===== config.mk =====
export PLATFORM = sky130hd
export DESIGN_NAME = elevator_request_scheduler_flat
export DESIGN_NICKNAME = d
export VERILOG_FILES = /design/src/rtl/elevator_request_scheduler_pkg.sv /design/src/rtl/elevator_request_scheduler_if.sv /design/src/rtl/elevator_request_scheduler_scan_target_select.sv /design/src/rtl/elevator_request_scheduler.sv /design/src/flat_wrapper.sv
export SDC_FILE = /design/constraint.sdc
export NUM_CORES = 1
export LEC_CHECK = 0
export CAP_MARGIN = 20
export CORE_UTILIZATION = 35
export CTS_CLUSTER_SIZE = 30
export DETAILED_ROUTE_END_ITERATION = 10
export HOLD_SLACK_MARGIN = 0.15
export SLEW_MARGIN = 0
export SYNTH_ARGS = -nofsm -noshare
export SYNTH_HDL_FRONTEND = slang
export SYNTH_SLANG_ARGS = --single-unit

===== constraint.sdc =====
create_clock -name clk -period 1.9 [get_ports clk]
set_clock_uncertainty 0.1 [all_clocks]
set_input_delay 0.285 -clock clk [delete_from_list [all_inputs] [get_ports clk]]
set_output_delay 0.285 -clock clk [all_outputs]
set_load 0.01 [all_outputs]

===== src/rtl/elevator_request_scheduler_pkg.sv =====
// Shared definitions for the elevator request scheduler: default sizing,
// scheduler state encoding and scan-direction constants.
package elevator_pkg;

  localparam int NUM_FLOORS = 4;
  localparam int FLOOR_W    = 2;

  localparam logic DIR_UP   = 1'b1;
  localparam logic DIR_DOWN = 1'b0;

  typedef enum logic [1:0] {
    IDLE        = 2'd0,
    ISSUE       = 2'd1,
    WAIT_START  = 2'd2,
    WAIT_ARRIVE = 2'd3
  } sched_state_e;

endpackage


===== src/rtl/elevator_request_scheduler_if.sv =====
// Signal bundle between the call buttons / elevator_fsm side (master) and the
// request scheduler (slave).
interface elevator_request_scheduler_if #(
  parameter int NUM_FLOORS = elevator_pkg::NUM_FLOORS,
  parameter int FLOOR_W    = elevator_pkg::FLOOR_W
);

  logic [NUM_FLOORS-1:0] call_btn;
  logic                  cancel_all;
  logic [FLOOR_W-1:0]    current_floor;
  logic                  car_moving;
  logic                  car_door_open;
  logic [FLOOR_W-1:0]    floor_request;
  logic                  request_valid;
  logic [NUM_FLOORS-1:0] pending;
  logic                  direction;
  logic                  busy;

  modport master (
    output call_btn, cancel_all, current_floor, car_moving, car_door_open,
    input  floor_request, request_valid, pending, direction, busy
  );

  modport slave (
    input  call_btn, cancel_all, current_floor, car_moving, car_door_open,
    output floor_request, request_valid, pending, direction, busy
  );

endinterface


===== src/rtl/elevator_request_scheduler_scan_target_select.sv =====
// SCAN target picker: serve the current floor first, then the nearest request
// ahead in the travel direction, otherwise reverse toward the nearest one behind.
module scan_target_select #(
  parameter int NUM_FLOORS = elevator_pkg::NUM_FLOORS,
  parameter int FLOOR_W    = elevator_pkg::FLOOR_W
) (
  input  logic [NUM_FLOORS-1:0] pending_i,
  input  logic [FLOOR_W-1:0]    current_floor_i,
  input  logic                  direction_i,
  output logic [FLOOR_W-1:0]    target_o,
  output logic                  new_dir_o,
  output logic                  found_o
);
  import elevator_pkg::*;

  int                 curIdx;
  logic               hereHit;
  logic               upHit;
  logic               downHit;
  logic [FLOOR_W-1:0] upFloor;
  logic [FLOOR_W-1:0] downFloor;

  // Descending scan leaves the closest floor above; ascending the closest below.
  always_comb begin
    curIdx    = int'(current_floor_i);
    hereHit   = 1'b0;
    upHit     = 1'b0;
    downHit   = 1'b0;
    upFloor   = '0;
    downFloor = '0;
    for (int i = NUM_FLOORS - 1; i >= 0; i--) begin
      if (pending_i[i] && (i > curIdx)) begin
        upHit   = 1'b1;
        upFloor = FLOOR_W'(i);
      end
    end
    for (int i = 0; i < NUM_FLOORS; i++) begin
      if (pending_i[i] && (i < curIdx)) begin
        downHit   = 1'b1;
        downFloor = FLOOR_W'(i);
      end
      if (pending_i[i] && (i == curIdx)) begin
        hereHit = 1'b1;
      end
    end
  end

  always_comb begin
    target_o  = current_floor_i;
    new_dir_o = direction_i;
    found_o   = 1'b1;
    if (hereHit) begin
      target_o = current_floor_i;
    end else if (direction_i == DIR_UP ? upHit : downHit) begin
      target_o = (direction_i == DIR_UP) ? upFloor : downFloor;
    end else if (direction_i == DIR_UP ? downHit : upHit) begin
      target_o  = (direction_i == DIR_UP) ? downFloor : upFloor;
      new_dir_o = ~direction_i;
    end else begin
      found_o = 1'b0;
    end
  end

endmodule


===== src/rtl/elevator_request_scheduler.sv =====
// Collects floor calls and dispatches them one at a time to elevator_fsm in
// SCAN order, watching the car to detect start, arrival or a stalled request.
module elevator_request_scheduler #(
  parameter int NUM_FLOORS    = elevator_pkg::NUM_FLOORS,
  parameter int FLOOR_W       = elevator_pkg::FLOOR_W,
  parameter int START_TIMEOUT = 8
) (
  input logic                          clk,
  input logic                          reset,
  elevator_request_scheduler_if.slave  bus
);
  import elevator_pkg::*;

  localparam int TIMER_W = (START_TIMEOUT > 1) ? $clog2(START_TIMEOUT) : 1;
  localparam logic [TIMER_W-1:0] TIMER_LAST = TIMER_W'(START_TIMEOUT - 1);

  sched_state_e          state_q, state_d;
  logic [NUM_FLOORS-1:0] pending_q, pending_d;
  logic                  direction_q, direction_d;
  logic [FLOOR_W-1:0]    target_q, target_d;
  logic [FLOOR_W-1:0]    floor_request_q, floor_request_d;
  logic                  request_valid_q, request_valid_d;
  logic [TIMER_W-1:0]    timer_q, timer_d;

  logic                  carIdle;
  logic                  dispatch;
  logic                  arriveHit;
  logic [NUM_FLOORS-1:0] clrMask;
  logic [FLOOR_W-1:0]    selTarget;
  logic                  selDir;
  logic                  selFound;

  assign carIdle = !bus.car_moving && !bus.car_door_open;

  scan_target_select #(
    .NUM_FLOORS (NUM_FLOORS),
    .FLOOR_W    (FLOOR_W)
  ) u_select (
    .pending_i       (pending_q),
    .current_floor_i (bus.current_floor),
    .direction_i     (direction_q),
    .target_o        (selTarget),
    .new_dir_o       (selDir),
    .found_o         (selFound)
  );

  always_ff @(posedge clk or posedge reset) begin
    if (reset) begin
      state_q <= IDLE;
    end else begin
      state_q <= state_d;
    end
  end

  always_comb begin
    state_d = state_q;
    if (bus.cancel_all) begin
      state_d = IDLE;
    end else begin
      case (state_q)
        IDLE:        if (pending_q != '0 && carIdle && selFound) state_d = ISSUE;
        ISSUE:       state_d = WAIT_START;
        WAIT_START:  if (!carIdle) state_d = WAIT_ARRIVE;
                     else if (timer_q == TIMER_LAST) state_d = IDLE;
        WAIT_ARRIVE: if (carIdle) state_d = IDLE;
        default:     state_d = IDLE;
      endcase
    end
  end

  // A new press on the floor being cleared survives because call_btn is OR-ed in last.
  always_comb begin
    dispatch  = !bus.cancel_all && (state_q == IDLE) && (pending_q != '0) && carIdle && selFound;
    arriveHit = (state_q == WAIT_ARRIVE) && carIdle && (bus.current_floor == target_q);
    for (int i = 0; i < NUM_FLOORS; i++) begin
      clrMask[i] = arriveHit && (target_q == FLOOR_W'(i));
    end
    pending_d       = bus.cancel_all ? '0 : ((pending_q & ~clrMask) | bus.call_btn);
    direction_d     = direction_q;
    target_d        = target_q;
    floor_request_d = floor_request_q;
    request_valid_d = 1'b0;
    timer_d         = timer_q;
    if (dispatch) begin
      direction_d     = selDir;
      target_d        = selTarget;
      floor_request_d = selTarget;
      request_valid_d = 1'b1;
    end
    if (state_q == ISSUE) begin
      timer_d = '0;
    end else if (state_q == WAIT_START && carIdle && timer_q != TIMER_LAST) begin
      timer_d = timer_q + TIMER_W'(1);
    end
  end

  always_ff @(posedge clk or posedge reset) begin
    if (reset) begin
      pending_q       <= '0;
      direction_q     <= DIR_UP;
      target_q        <= '0;
      floor_request_q <= '0;
      request_valid_q <= 1'b0;
      timer_q         <= '0;
    end else begin
      pending_q       <= pending_d;
      direction_q     <= direction_d;
      target_q        <= target_d;
      floor_request_q <= floor_request_d;
      request_valid_q <= request_valid_d;
      timer_q         <= timer_d;
    end
  end

  assign bus.floor_request = floor_request_q;
  assign bus.request_valid = request_valid_q;
  assign bus.pending       = pending_q;
  assign bus.direction     = direction_q;
  assign bus.busy          = (state_q != IDLE);

endmodule


===== src/flat_wrapper.sv =====
// flat-port wrapper written by rule: the top's interface ports become plain ports
module elevator_request_scheduler_flat import elevator_pkg::*;
#(
  parameter int NUM_FLOORS    = elevator_pkg::NUM_FLOORS,
  parameter int FLOOR_W       = elevator_pkg::FLOOR_W,
  parameter int START_TIMEOUT = 8
)
  (clk, reset, bus_call_btn, bus_cancel_all, bus_current_floor, bus_car_moving, bus_car_door_open, bus_floor_request, bus_request_valid, bus_pending, bus_direction, bus_busy);
  elevator_request_scheduler_if #(.NUM_FLOORS(NUM_FLOORS), .FLOOR_W(FLOOR_W)) bus_i ();
  input logic clk;
  input logic reset;
  input wire logic [$bits(bus_i.call_btn)-1:0] bus_call_btn;
  input wire logic [$bits(bus_i.cancel_all)-1:0] bus_cancel_all;
  input wire logic [$bits(bus_i.current_floor)-1:0] bus_current_floor;
  input wire logic [$bits(bus_i.car_moving)-1:0] bus_car_moving;
  input wire logic [$bits(bus_i.car_door_open)-1:0] bus_car_door_open;
  output wire logic [$bits(bus_i.floor_request)-1:0] bus_floor_request;
  output wire logic [$bits(bus_i.request_valid)-1:0] bus_request_valid;
  output wire logic [$bits(bus_i.pending)-1:0] bus_pending;
  output wire logic [$bits(bus_i.direction)-1:0] bus_direction;
  output wire logic [$bits(bus_i.busy)-1:0] bus_busy;
  assign bus_i.call_btn = bus_call_btn;
  assign bus_i.cancel_all = bus_cancel_all;
  assign bus_i.current_floor = bus_current_floor;
  assign bus_i.car_moving = bus_car_moving;
  assign bus_i.car_door_open = bus_car_door_open;
  assign bus_floor_request = bus_i.floor_request;
  assign bus_request_valid = bus_i.request_valid;
  assign bus_pending = bus_i.pending;
  assign bus_direction = bus_i.direction;
  assign bus_busy = bus_i.busy;
  elevator_request_scheduler #(.NUM_FLOORS(NUM_FLOORS), .FLOOR_W(FLOOR_W), .START_TIMEOUT(START_TIMEOUT)) u_core (.clk(clk), .reset(reset), .bus(bus_i));
endmodule

# Word-level counts from Yosys, hierarchy flattened

Index checks and enable logic that the tools add are counted.

Bits in registers: 13
Input bits: 11
Output and inout bits: 9
Logic and storage cells: 105

Add/subtract/negate cells: 1
Magnitude comparators: 6
Equal/unequal tests: 15
Mux-type cells: 35
Bitwise operators: 6
Reduce and logical (&&, ||, !) cells: 36

Operators by type and width:

| operator                                                  | number |
|---|---|
| 2-to-1 mux 2 bit                                          | 14 |
| logical AND 1 bit                                         | 25 |
| 2-to-1 mux 1 bit                                          | 17 |
| equality test 2 bit, second input constant                | 4 |
| case mux 2 bit (4 select lines)                           | 1 |
| zero test 2 bit                                           | 3 |
| 2-to-1 mux 3 bit                                          | 2 |
| != test 3 x 2 -> 1 bit, second input constant             | 2 |
| AND 4 bit                                                 | 1 |
| equality test 2 x 1 -> 1 bit, second input constant       | 2 |
| equality test 2 bit, first input constant                 | 2 |
| greater-than comparator 2 bit, first input constant       | 2 |
| less-than comparator 1 x 2 -> 1 bit, first input constant | 2 |
| 2-to-1 mux 4 bit                                          | 1 |
| != test 4 bit, second input constant                      | 1 |
| inverter 4 bit                                            | 1 |
| bitwise OR 4 bit                                          | 1 |
| AND reduction 4 bit                                       | 1 |
| nonzero test 2 bit                                        | 2 |
| nonzero test 4 bit                                        | 1 |
| adder 3 x 1 -> 3 bit, second input constant               | 1 |
| equality test 3 bit, second input constant                | 1 |
| zero test 1 bit                                           | 3 |
| != test 3 bit, second input constant                      | 1 |
| other kinds (6)                                           | 8 |

# Logic depth before layout (Yosys ltp)

Depth after elaboration: 13
Mapped depth: 7
Gate-level depth less buffers: 6

# Modules after synthesis

From an unflattened synthesis, not the netlist that was laid out.

Cell total of the unflattened synthesis: 112
Area total of the unflattened synthesis: 1,021.0 um^2

Modules (own cells, without submodules):

| module                     | instances | cells an instance | area each (um^2) |
|---|---|---|---|
| elevator_request_scheduler | 1         | 64                | 660.6 |
| scan_target_select         | 1         | 48                | 360.3 |

# Least setup slack after synthesis

OpenSTA, ideal clock, no wires.

Path kind: flip-flop to flip-flop
Start: register u_core.timer_q[0]
End: register u_core.timer_q[0]
Data arrival time: 1,474 ps
Slack: 196 ps
Cell stages (with the launch flop): 7
Buffers on the path: 0
Clock period less this slack: 1,704 ps
Cells stage by stage: dfrtp_1 ha_1 ha_1 or3_1 o21a_1 nand2_1 o21ai_0

Cells in the longest elaborated chain, start to end: 3

Ends and longest elaborated chain:

| element                                                | line                                                               | source |
|---|---|---|
| from (decl)                                            | elevator_request_scheduler.sv:23                                   | `logic [TIMER_W-1:0] timer_q, timer_d;` |
| from (signal assigned)                                 | elevator_request_scheduler.sv:111                                  | `timer_q <= timer_d;` |
| adder 3 x 1 -> 3 bit or != test 3 bit (tied branches)  | elevator_request_scheduler.sv:93, elevator_request_scheduler.sv:92 |  |
| 2-to-1 mux 3 bit or logical AND 1 bit (tied branches)  | elevator_request_scheduler.sv:92                                   | `end else if (state_q == WAIT_START && carIdle && timer_q != TIMER_LAST) begin` |
| 2-to-1 mux 3 bit or nonzero test 2 bit (tied branches) | --                                                                 |  |

Parallel ways exist; a longest one is shown, timed or not. The select of a mux whose other input is x is not followed.
A chain may end at the register's enable or synchronous reset.

# Final worst setup path

Start: register u_core.direction_q, in the netlist u_core.bus.direction
End: output bus_direction

RTL lines:

| element                | line                              | source |
|---|---|---|
| from (decl)            | elevator_request_scheduler.sv:19  | `logic direction_q, direction_d;` |
| from (signal assigned) | elevator_request_scheduler.sv:107 | `direction_q <= direction_d;` |
| to (decl)              | flat_wrapper.sv:20                | `output wire logic [$bits(bus_i.direction)-1:0] bus_direction;` |

No word-level cell between the ends.

==> summary.md <==
| Metric | Value |
|---|---|
| Outcome | completed |
| Fin crit period | 1.82 ns |
| Arrival time of the worst setup path | 1.44 ns |
| Yosys top cell by area | dfrtp_1 |
| Fin crit share | 0.960 |
| GRT met3 Usage | 0.0167 |
| Vias | 981 |
| Post-route DRC | 0 |
| Crit path max-delay cell type | dfstp_2 |
| Sequential area share after synthesis | 0.342 |
| Vias in the first global route | 812 |
| Port bufs | 19 |
| Max incr delay on CP | 0.61 ns |
| Clock-pin slew on the worst setup and hold paths | 0.08 ns |
| Static Leak | 0.574 nW |
| Hpwl dp | 1.74 mm |
| Clock power share | 0.207 |
| CP Max Fanout | 9 |
| Worst setup margin | 0.0762 ns |
| I/O Pins | 20 |
| CTS tree | done |
| Asr flop ratio synth | 1.00 |
| PwrDens | 627 nW/um^2 |
| Synth top area share | 0.315 |
| Busiest grt layer | met2 |
| Maximum vdd ir drop | 0.000395 V |
| Main area contributors after synthesis | dfrtp_1 (31%), a21oi_1 (6.8%), o21ai_0 (5.8%) |
| Initial antenna violation count | 0 |
| Hold violation total from the final report | 0 |
| Slew @ Worst Pin | 0.514 ns |
| Syn_nets | 130 |
| Cts hold-fix bufs | 0 |
| Routed Antenna Nets | 0 |
| Setup CP Type | flop to output port |
| Int Power | 0.551 mW |
| Logic pwr share | 0.348 |
| Nets | 163 |
| GR Util met2 | 0.262 |
| Inserted Clock Buffers | 3 |
| Global-route wire length before repair | 3.53 mm |
| Final WL | 2.33 mm |
| Mapped cell area | 955 sq um |
| Avg Cell Area, Syn | 8.16 sq um |
| Max-cap violations | 0 |
| Post-synth top flop | dfrtp_1 |
| Slew Limit Fails | 0 |
| Most common cell after layout, fill and taps aside | clkdlybuf4s50_1 |
| Crit-path leading delay family | flip-flops |
| Sw Share | 0.326 |
| Worst Path Required | 1.51 ns |
| Maximum clock path buffer count | 2 |
| CP bufs+invs | 1 |
| CTS H-Tree Depth | 1 |
| Final Wtd Congestion | 0.790 |
| Largest net degree at the start of global routing | 14 |
| Starting DRT DRC Count | 28 |
| Met1 Resource Use GR | 0.235 |
| Initial DRT Pass Iterations | 4 |
| Sw power | 0.267 mW |
| Fillers | 242 |
| Seq cells post-synth | 13 |
| Area delta synth->final | 36.7% |
| Most frequent cells in the layout | clkdlybuf4s50_1 (19), buf_4 (17), a21oi_1 (13) |
| GRT Util Overall | 0.170 |
| Via density | 5.48 |
| Overflow after GRT | 0 |
| Die Y | 54.2 um |
| Initial core utilization | 0.378 |
| Post-synth EDFFs | 0 |
| CP Launch Type | flop |
| Placeable Area | 2520 sq um |
| Distinct cells, synth | 39 |
| Fin util | 0.517 |
| N_diodes | 0 |
| Seq pwr share | 0.445 |
| Clk Latency, worst-skew pair | 0.27 ns |
| Die X | 54.2 um |
| Ys Warns | 0 |
| F_max | 548 MHz |
| Setup violations, final | 0 |
| Worst min path class | input pin to async pin |
| Worst slew margin | 0.657 |
| CP Cell Sequence | clkdlybuf4s50_1 |
| Cells after synthesis | 117 |
| Root Buffer | clkbuf_4 |
| DR WL/cell | 13.0 um |
| Layout cells sized above 1 | 0.201 |
| TritonCTS Sinks | 13 |
| Die footprint | 2940 sq um |
| CP Capture Type | output port |
| Row cnt | 18 |
| Post-Place Setup Slack | -0.187 ns |
| Worst reg2reg setup slack | 0.10 ns |
[flip-flops by register name, indices dropped and copies added, names as in the netlist]
register and flops:
u_core.bus.pending 4, u_core.timer_q 3, u_core.state_q 2, u_core.target_q 2, u_core.bus.direction 1, u_core.bus.request_valid 1
[worst paths after layout]
check,cells past startpoint,from,endpoint
min reg2reg,2,u_core.timer_q[1],u_core.timer_q[1]
max in group asynchronous,2,reset,u_core.state_q[0]
max reg2reg,6,u_core.timer_q[0],u_core.timer_q[2]
max,1,u_core.bus.direction,bus_direction
min in group clk,2,u_core.timer_q[1],u_core.timer_q[1]
min,2,reset,u_core.timer_q[2]
[metrics by stage]
stage	cell area, sq um	power, mW	hold slack [ns]	TNS (ns)	instances
after floorplan	955	0.507	0.0612	0	117
after global placement	1240	0.635	0.386	-0.174	172
after detailed placement	1240	0.636	0.412	-0.385	172
after CTS	1270	0.812	0.255	0	176
after global routing	1310	0.876	0.299	-0.00676	179
final	1310	0.818	0.239	0	179
[routing by layer]
layer / up-vias / wire length, um
met3: 2 / 85
met2: 21 / 1150
met5: - / 0
met1: 467 / 1080
met4: 0 / 12
li1: 491 / -
[timing repair]
item	CTS	global route
gates resized for setup	0	4
hold endpoints to repair	0	0
endpoints found under the setup margin	0	7
setup buffers	0	3
[synthesized netlist by cell type, types with 2 or more instances]
library cell   n
a21oi_1       13
a31oi_1        2
and3_1         2
buf_2          5
clkbuf_1       2
dfrtp_1       12
ha_1           2
inv_1          4
mux2i_1        4
nand2_1        7
nand2b_1       4
nand3_1        3
nand3b_1       2
nand4_1        2
nor2_1        10
nor2b_1        3
nor3_1         6
o21ai_0       11
o21ai_1        3
[cell families after synthesis]
logic type	count (synthesis)	share of synthesized area
compound gates	38	0.233
xor+xnor	1	0.00918
fa+ha+maj	2	0.0262
buf+inv	13	0.0681
flops	13	0.342
mux	5	0.0537
simple gates	45	0.267
[area by class of cell]
class | instances | area (sq um) | share of cell area
multi-input combinational | 91 | 574 | 0.440
sequential | 13 | 328 | 0.251
timing repair buffer | 36 | 318 | 0.244
tap | 30 | 37.5 | 0.0288
clock buffer | 4 | 26.3 | 0.0201
inverter | 5 | 21.3 | 0.0163
[power groups by stage]
stage	clock network [mW]	logic (mW)	registers, mW
2_1_floorplan	0	0.145	0.362
4_1_cts	0.179	0.269	0.364
3_5_place_dp	0	0.267	0.369
6_report	0.169	0.284	0.364
5_1_grt	0.188	0.316	0.371
3_3_place_gp	0	0.266	0.368
No activity file was read; power rests on OpenSTA's default activity.
==> RTL change 1: new RTL, same flow settings <==
`pending_q` no longer has a reset.
--- a/src/rtl/elevator_request_scheduler.sv
+++ b/src/rtl/elevator_request_scheduler.sv
@@ -96,20 +96,22 @@
 
   always_ff @(posedge clk or posedge reset) begin
     if (reset) begin
-      pending_q       <= '0;
       direction_q     <= DIR_UP;
       target_q        <= '0;
       floor_request_q <= '0;
       request_valid_q <= 1'b0;
       timer_q         <= '0;
     end else begin
-      pending_q       <= pending_d;
       direction_q     <= direction_d;
       target_q        <= target_d;
       floor_request_q <= floor_request_d;
       request_valid_q <= request_valid_d;
       timer_q         <= timer_d;
     end
+  end
+
+  always_ff @(posedge clk) begin
+    pending_q <= pending_d;
   end
 
   assign bus.floor_request = floor_request_q;
Function: changed (a bounded check fails within 4 cycles, from zero or initial values and one cycle with reset high).
==> RTL change 1 against the original RTL <==
  * Via count shrank 3.3%
  * Worst hold slack lost 0.077 ns
  * Synthesized area is 0.66% lower
  * Core utilization fell by 3.2 points
  * Highest routed layer is now met3
  * Sequential cell count stayed put
  * Total power fell by 4.0%
  * Largest cell class unchanged
  * Critical endpoint is now bus_pending[3]
  * Largest power group unchanged
  * Wire length fell by 4.1%
  * Sequential share of layout area is 0.14 points higher
  * Worst setup slack lost 0.0039 ns
  * Design area down 6.2%
==> RTL change 1: results (changes against the original RTL) <==
* Drt pass-1 iters at 4 (unchanged)
* Routed vias at 949 (-3.3%)
* Inserted Diodes at 0 (unchanged)
* Top post-synthesis cells by count: a21oi_1, o21ai_0, nor2_1, dfrtp_1, inv_1
* Share of post-route cells with drive strength above 1 at 0.1643 (-0.03706)
* Post-synth ARST share at 0.6923 (-0.3077)
* Startpoint of the worst register-to-register path: u_core.timer_q[0]
* Worst IR drop on VDD at 0.4204 mV (+6.4%)
* Worst reg2reg setup slack at 0.14 ns (+0.04 ns)
* Slew headroom at 0.7547 (+0.09796)
* Final hold violation count at 0 (unchanged)
* Number of global-route vias before repair at 851 (+4.8%)
* Crit path max-delay cell type: clkdlybuf4s50_1
* Net count of the mapped netlist at 126 (-3.1%)
* Multiplexer area fraction after synthesis at 0.06464 (+0.01091)
* Final nets at 154 (-5.5%)
* Highest Clock Rate at 547.1 MHz (-0.22%)
* Capture point of the critical path: bus_pending[3]
* Fill count at 244 (+0.83%)
* Wire length of the first global-routing pass at 3788 um (+7.5%)
* Setup fix buffers added after clock tree synthesis at 0 (unchanged)
* Clock buffers created by TritonCTS at 3 (unchanged)
* Number of antenna violations at the first check in global routing at 0 (unchanged)
* Ys flop type: dfrtp_1
* Maximum fanout along the worst path at 11 (+2)
* Synthesized-area fraction occupied by ao, oa, aoi and oai cells at 0.2546 (+0.02133)
* Result of the run: finished clean
* Maximum number of pins on one net before global-route repair at 15 (+1)
* Most area-consuming cells after synthesis: dfrtp_1, dfxtp_1, a21oi_1, o21ai_0, mux2i_1
* Number of max-cap violations at 0 (unchanged)
* Post-placement setup slack at -0.07917 ns (+0.1079 ns)
* Category of cells accounting for the largest share of critical-path delay: buffers and inverters
* Register area share after synthesis at 0.3232 (-0.01885)
* Synth Area in XOR/XNOR at 0.009235 (+0.00006052)
* Total Routed Length at 2232 um (-4.1%)
* Leak pwr at 0.5470 nW (-4.7%)
* Estimated wirelength of the detail-placed design at 1640 um (-5.9%)
* Routability cong. at 0.8649 (+9.5%)
* Initial detailed-routing violation count at 30 (+7.1%)
* GRT Overall Usage at 0.1786 (+0.008991)
* Internal power component at 530.0 uW (-3.8%)
* Launching element of the worst setup path: u_core.bus.pending[3]
* Number of cells traversed by the worst register-to-register path at 6 (unchanged)
==> RTL change 1: cell count changes in the layout (fill, tap and decap cells not counted), moves of 2 or more <==
cell	change
and3_1	-2
nor3_1	-4
o21ai_0	+3
nand2b_1	-2
or3_1	+2
o21ai_1	-2
dfrtp_1	-4
inv_1	+3
dfxtp_1	+3
buf_4	-6
==> RTL change 1: what timing repair did <==
item,CTS,global route
hold buffers,0,0
endpoints found under the setup margin,0,2
gates resized for setup,0,2
==> RTL change 1: worst min-delay path by stage <==
| stage | startpoint | endpoint | slack (ns) | depth (start not counted) |
|---|---|---|---|---|
| after detailed placement | u_core.timer_q[2] | u_core.timer_q[2] | 0.40 | 2 |
| after global routing | reset | u_core.timer_q[0] | 0.20 | 2 |
| after CTS | reset | u_core.timer_q[1] | 0.18 | 2 |
| after global placement | u_core.timer_q[1] | u_core.timer_q[1] | 0.38 | 2 |
| final | reset | u_core.bus.request_valid | 0.16 | 2 |
| after floorplan | reset | u_core.bus.request_valid | 0.01 | 1 |
==> RTL change 1: stage by stage <==
| stage | area, um2 | util | setup TNS, ns | std cells |
|---|---|---|---|---|
| after floorplan | 948.4 | - | 0 | 113 |
| after CTS | 1221 | 0.4841 | 0 | 170 |
| after global placement | 1195 | 0.4737 | -0.1001 | 166 |
| after detailed placement | 1195 | 0.4737 | -0.1624 | 166 |
| final | 1224 | 0.4851 | 0 | 170 |
| after global routing | 1224 | 0.4851 | 0 | 170 |
==> RTL change 1: cells by family after synthesis <==
family,Yosys count
fa+ha+maj,2
compound gates,41
buf+inv,14
xor+xnor,1
mux,6
flops,13
simple gates,36
==> RTL change 1: layer usage <==
| layer | global-route usage | up-vias | part of all wire | wire, um |
|---|---|---|---|---|
| met2 | 0.2881 | 32 | 0.46 | 1022 |
| met1 | 0.2389 | 452 | 0.49 | 1097 |
| met3 | 0.05367 | 0 | 0.050 | 112 |
| met4 | 0.02564 | 0 | 0 | 0 |
| met5 | 0 | - | 0 | 0 |
| li1 | - | 465 | - | - |
==> RTL change 1: power by group through the flow <==
stage	clock, mW	combinational [mW]	sequential [mW]
2_1_floorplan	0	0.142	0.359
3_3_place_gp	0	0.241	0.370
3_5_place_dp	0	0.245	0.371
4_1_cts	0.175	0.247	0.366
5_1_grt	0.189	0.271	0.373
6_report	0.171	0.246	0.368
==> RTL change 1: area by class of cell <==
type | instances | area share
multi-input combinational | 86 | 0.4509
sequential | 13 | 0.2526
timing repair buffer | 30 | 0.2229
tap | 30 | 0.03067
clock buffer | 4 | 0.02147
inverter | 7 | 0.02147
==> RTL change 1: worst register-to-register path, stage by stage, from the launching register on <==
cell	delay (ns)
dfrtp_1	0.42
ha_1	0.21
ha_1	0.23
or3_1	0.33
o21a_1	0.21
nand2_1	0.07
o21ai_0	0.07
==> RTL change 2: new RTL, same flow settings <==
Made on the original files. `START_TIMEOUT` is set to 8 in 2 places; all go to 4.
--- a/src/rtl/elevator_request_scheduler.sv
+++ b/src/rtl/elevator_request_scheduler.sv
@@ -3,7 +3,7 @@
 module elevator_request_scheduler #(
   parameter int NUM_FLOORS    = elevator_pkg::NUM_FLOORS,
   parameter int FLOOR_W       = elevator_pkg::FLOOR_W,
-  parameter int START_TIMEOUT = 8
+  parameter int START_TIMEOUT = 4
 ) (
   input logic                          clk,
   input logic                          reset,
--- a/src/flat_wrapper.sv
+++ b/src/flat_wrapper.sv
@@ -3,7 +3,7 @@
 #(
   parameter int NUM_FLOORS    = elevator_pkg::NUM_FLOORS,
   parameter int FLOOR_W       = elevator_pkg::FLOOR_W,
-  parameter int START_TIMEOUT = 8
+  parameter int START_TIMEOUT = 4
 )
   (clk, reset, bus_call_btn, bus_cancel_all, bus_current_floor, bus_car_moving, bus_car_door_open, bus_floor_request, bus_request_valid, bus_pending, bus_direction, bus_busy);
   elevator_request_scheduler_if #(.NUM_FLOORS(NUM_FLOORS), .FLOOR_W(FLOOR_W)) bus_i ();
Formal check against the unedited RTL: not equivalent (a bounded check fails within 10 cycles, from zero or initial values and one cycle with reset high).
==> RTL change 2 against the original RTL <==
  * Synthesized area down 6.0%
  * Largest power group unchanged
  * First-iteration DRC count down 21%
  * Total power up 0.53%
  * Non-clock buffer count unchanged
  * Combinational power about the same
  * Sequential power down 9.3%
  * Core utilization up 2.4 points
  * Sequential share of layout area down 0.89 points
  * Wire length down 4.2%
  * Worst setup slack worse by 0.025 ns
  * Design area down 3.8%
  * Maximum frequency down 1.4%
  * Sequential cell count down 1
==> RTL change 2: results (changes against the original RTL) <==
* Sw Share at 0.3169 (-0.009439)
* Count of instances resized after the clock tree is built at 1 (+1)
* Least-Margin Pin Slew at 0.4685 ns (-0.04582 ns)
* Register fraction of the total cell area at 0.2423 (-0.008924)
* Worst flop-to-flop path endpoint: u_core.target_q[1]
* Ys flop type: dfrtp_1
* Portion of the layout cell area used by clock cells at 0.02891 (+0.008779)
* Distinct cell type count of the synthesized netlist at 41 (+5.1%)
* Met2 Resource Use GR at 0.2975 (+0.03527)
* Net count of the mapped netlist at 117 (-10%)
* Area of placed instances at 1211 um2 (-2.6%)
* Worst IR drop on VDD at 0.3538 mV (-10%)
* Routed vias at 906 (-7.6%)
* Arr. time, crit path at 1.46 ns (+0.02 ns)
* Number of global-route vias before repair at 860 (+5.9%)
* Share of post-route cells with drive strength above 1 at 0.2391 (+0.03779)
* Number of flip-flops in the largest register at 4 (unchanged)
* Combinational logic power at 285 uW (about the same)
* Register area share after synthesis at 0.3361 (-0.005948)
* Met3 usage in global routing at 0.02899 (+0.01232)
* Amount of wire on met2 after detailed routing at 1012 um (-12%)
* Fraction of cell area in non-clock buffers at 0.2552 (+0.01171)
* Proportion of power drawn by flip-flops and latches at 0.401 (-0.044)
* Maximum number of pins on one net before global-route repair at 13 (-1)
* M1 GR Usage at 0.2658 (+0.03045)
* Number of cells traversed by the worst register-to-register path at 4 (-2)
* Final nets at 151 (-7.4%)
* Num Clock Sinks at 12 (-1)
* Estimated wirelength of the detail-placed design at 1707 um (-2.0%)
* Fraction of area in multi-input gates at 0.4277 (-0.01236)
* Core occupancy in the finished layout at 0.5413 (+0.02392)
* Wire per inst at 13.43 um (+3.3%)
* Inverters at 6 (+1)
* Initial detailed-routing violation count at 22 (-21%)
* Startpoint of the worst register-to-register path: u_core.bus.pending[2]
* Wire length of the first global-routing pass at 3857 um (+9.4%)
* Crit path max-delay cell type: dfstp_2
* Leak pwr at 0.5896 nW (+2.7%)
* GRT Overall Usage at 0.1913 (+0.02173)
* Worst reg2reg setup slack at 0.19 ns (+0.09 ns)
* Clk_lat worst skew at 0.27 ns (about the same)
* Most area-consuming cells after synthesis: dfrtp_1, a21oi_1, nor2_1, nand2b_1, mux2i_1
* Routed metal-1 wirelength at 1079 um (about the same)
* Delay of the slowest critical-path stage at 0.63 ns (+0.02 ns)
* Final-layout worst hold slack at 0.2164 ns (-0.02286 ns)
* Number of multi-input logic gates at 80 (-12%)
* Result of the run: finished clean
* Met3 routed WL at 121 um (+42%)
* Die outline area at 2769 um2 (-5.8%)
* Routability cong. at 0.7925 (+0.37%)
* Top post-synthesis cells by count: dfrtp_1, nor2_1, a21oi_1, nand2_1, inv_1
==> RTL change 2: changes by cell type in the layout (fill, tap and decap cells not counted), sizes merged, moves of 2 or more <==
| cell | unedited run | this run |
|---|---|---|
| o21ai | 14 | 4 |
| nand3 | 5 | 0 |
| a21oi | 13 | 10 |
| nor3 | 6 | 3 |
| a21boi | 0 | 2 |
| a22o | 1 | 3 |
| and3 | 2 | 0 |
| nand3b | 2 | 0 |
| nand4 | 2 | 4 |
| nor2b | 3 | 1 |
==> RTL change 2: stage by stage <==
stage	total power, mW	setup WS (ns)	cells
global route	0.8769	0.01313	166
detailed placement	0.6165	-0.2181	162
global placement	0.6092	-0.1868	162
CTS	0.8300	0.005592	166
floorplan	0.4777	0.1050	105
finish	0.8220	0.05085	166
==> RTL change 2: kinds of logic after synthesis <==
logic type / share of synthesized area
compound gates: 0.2608
buf+inv: 0.06833
flops: 0.3361
fa+ha+maj: 0.01394
simple gates: 0.2497
mux: 0.07113
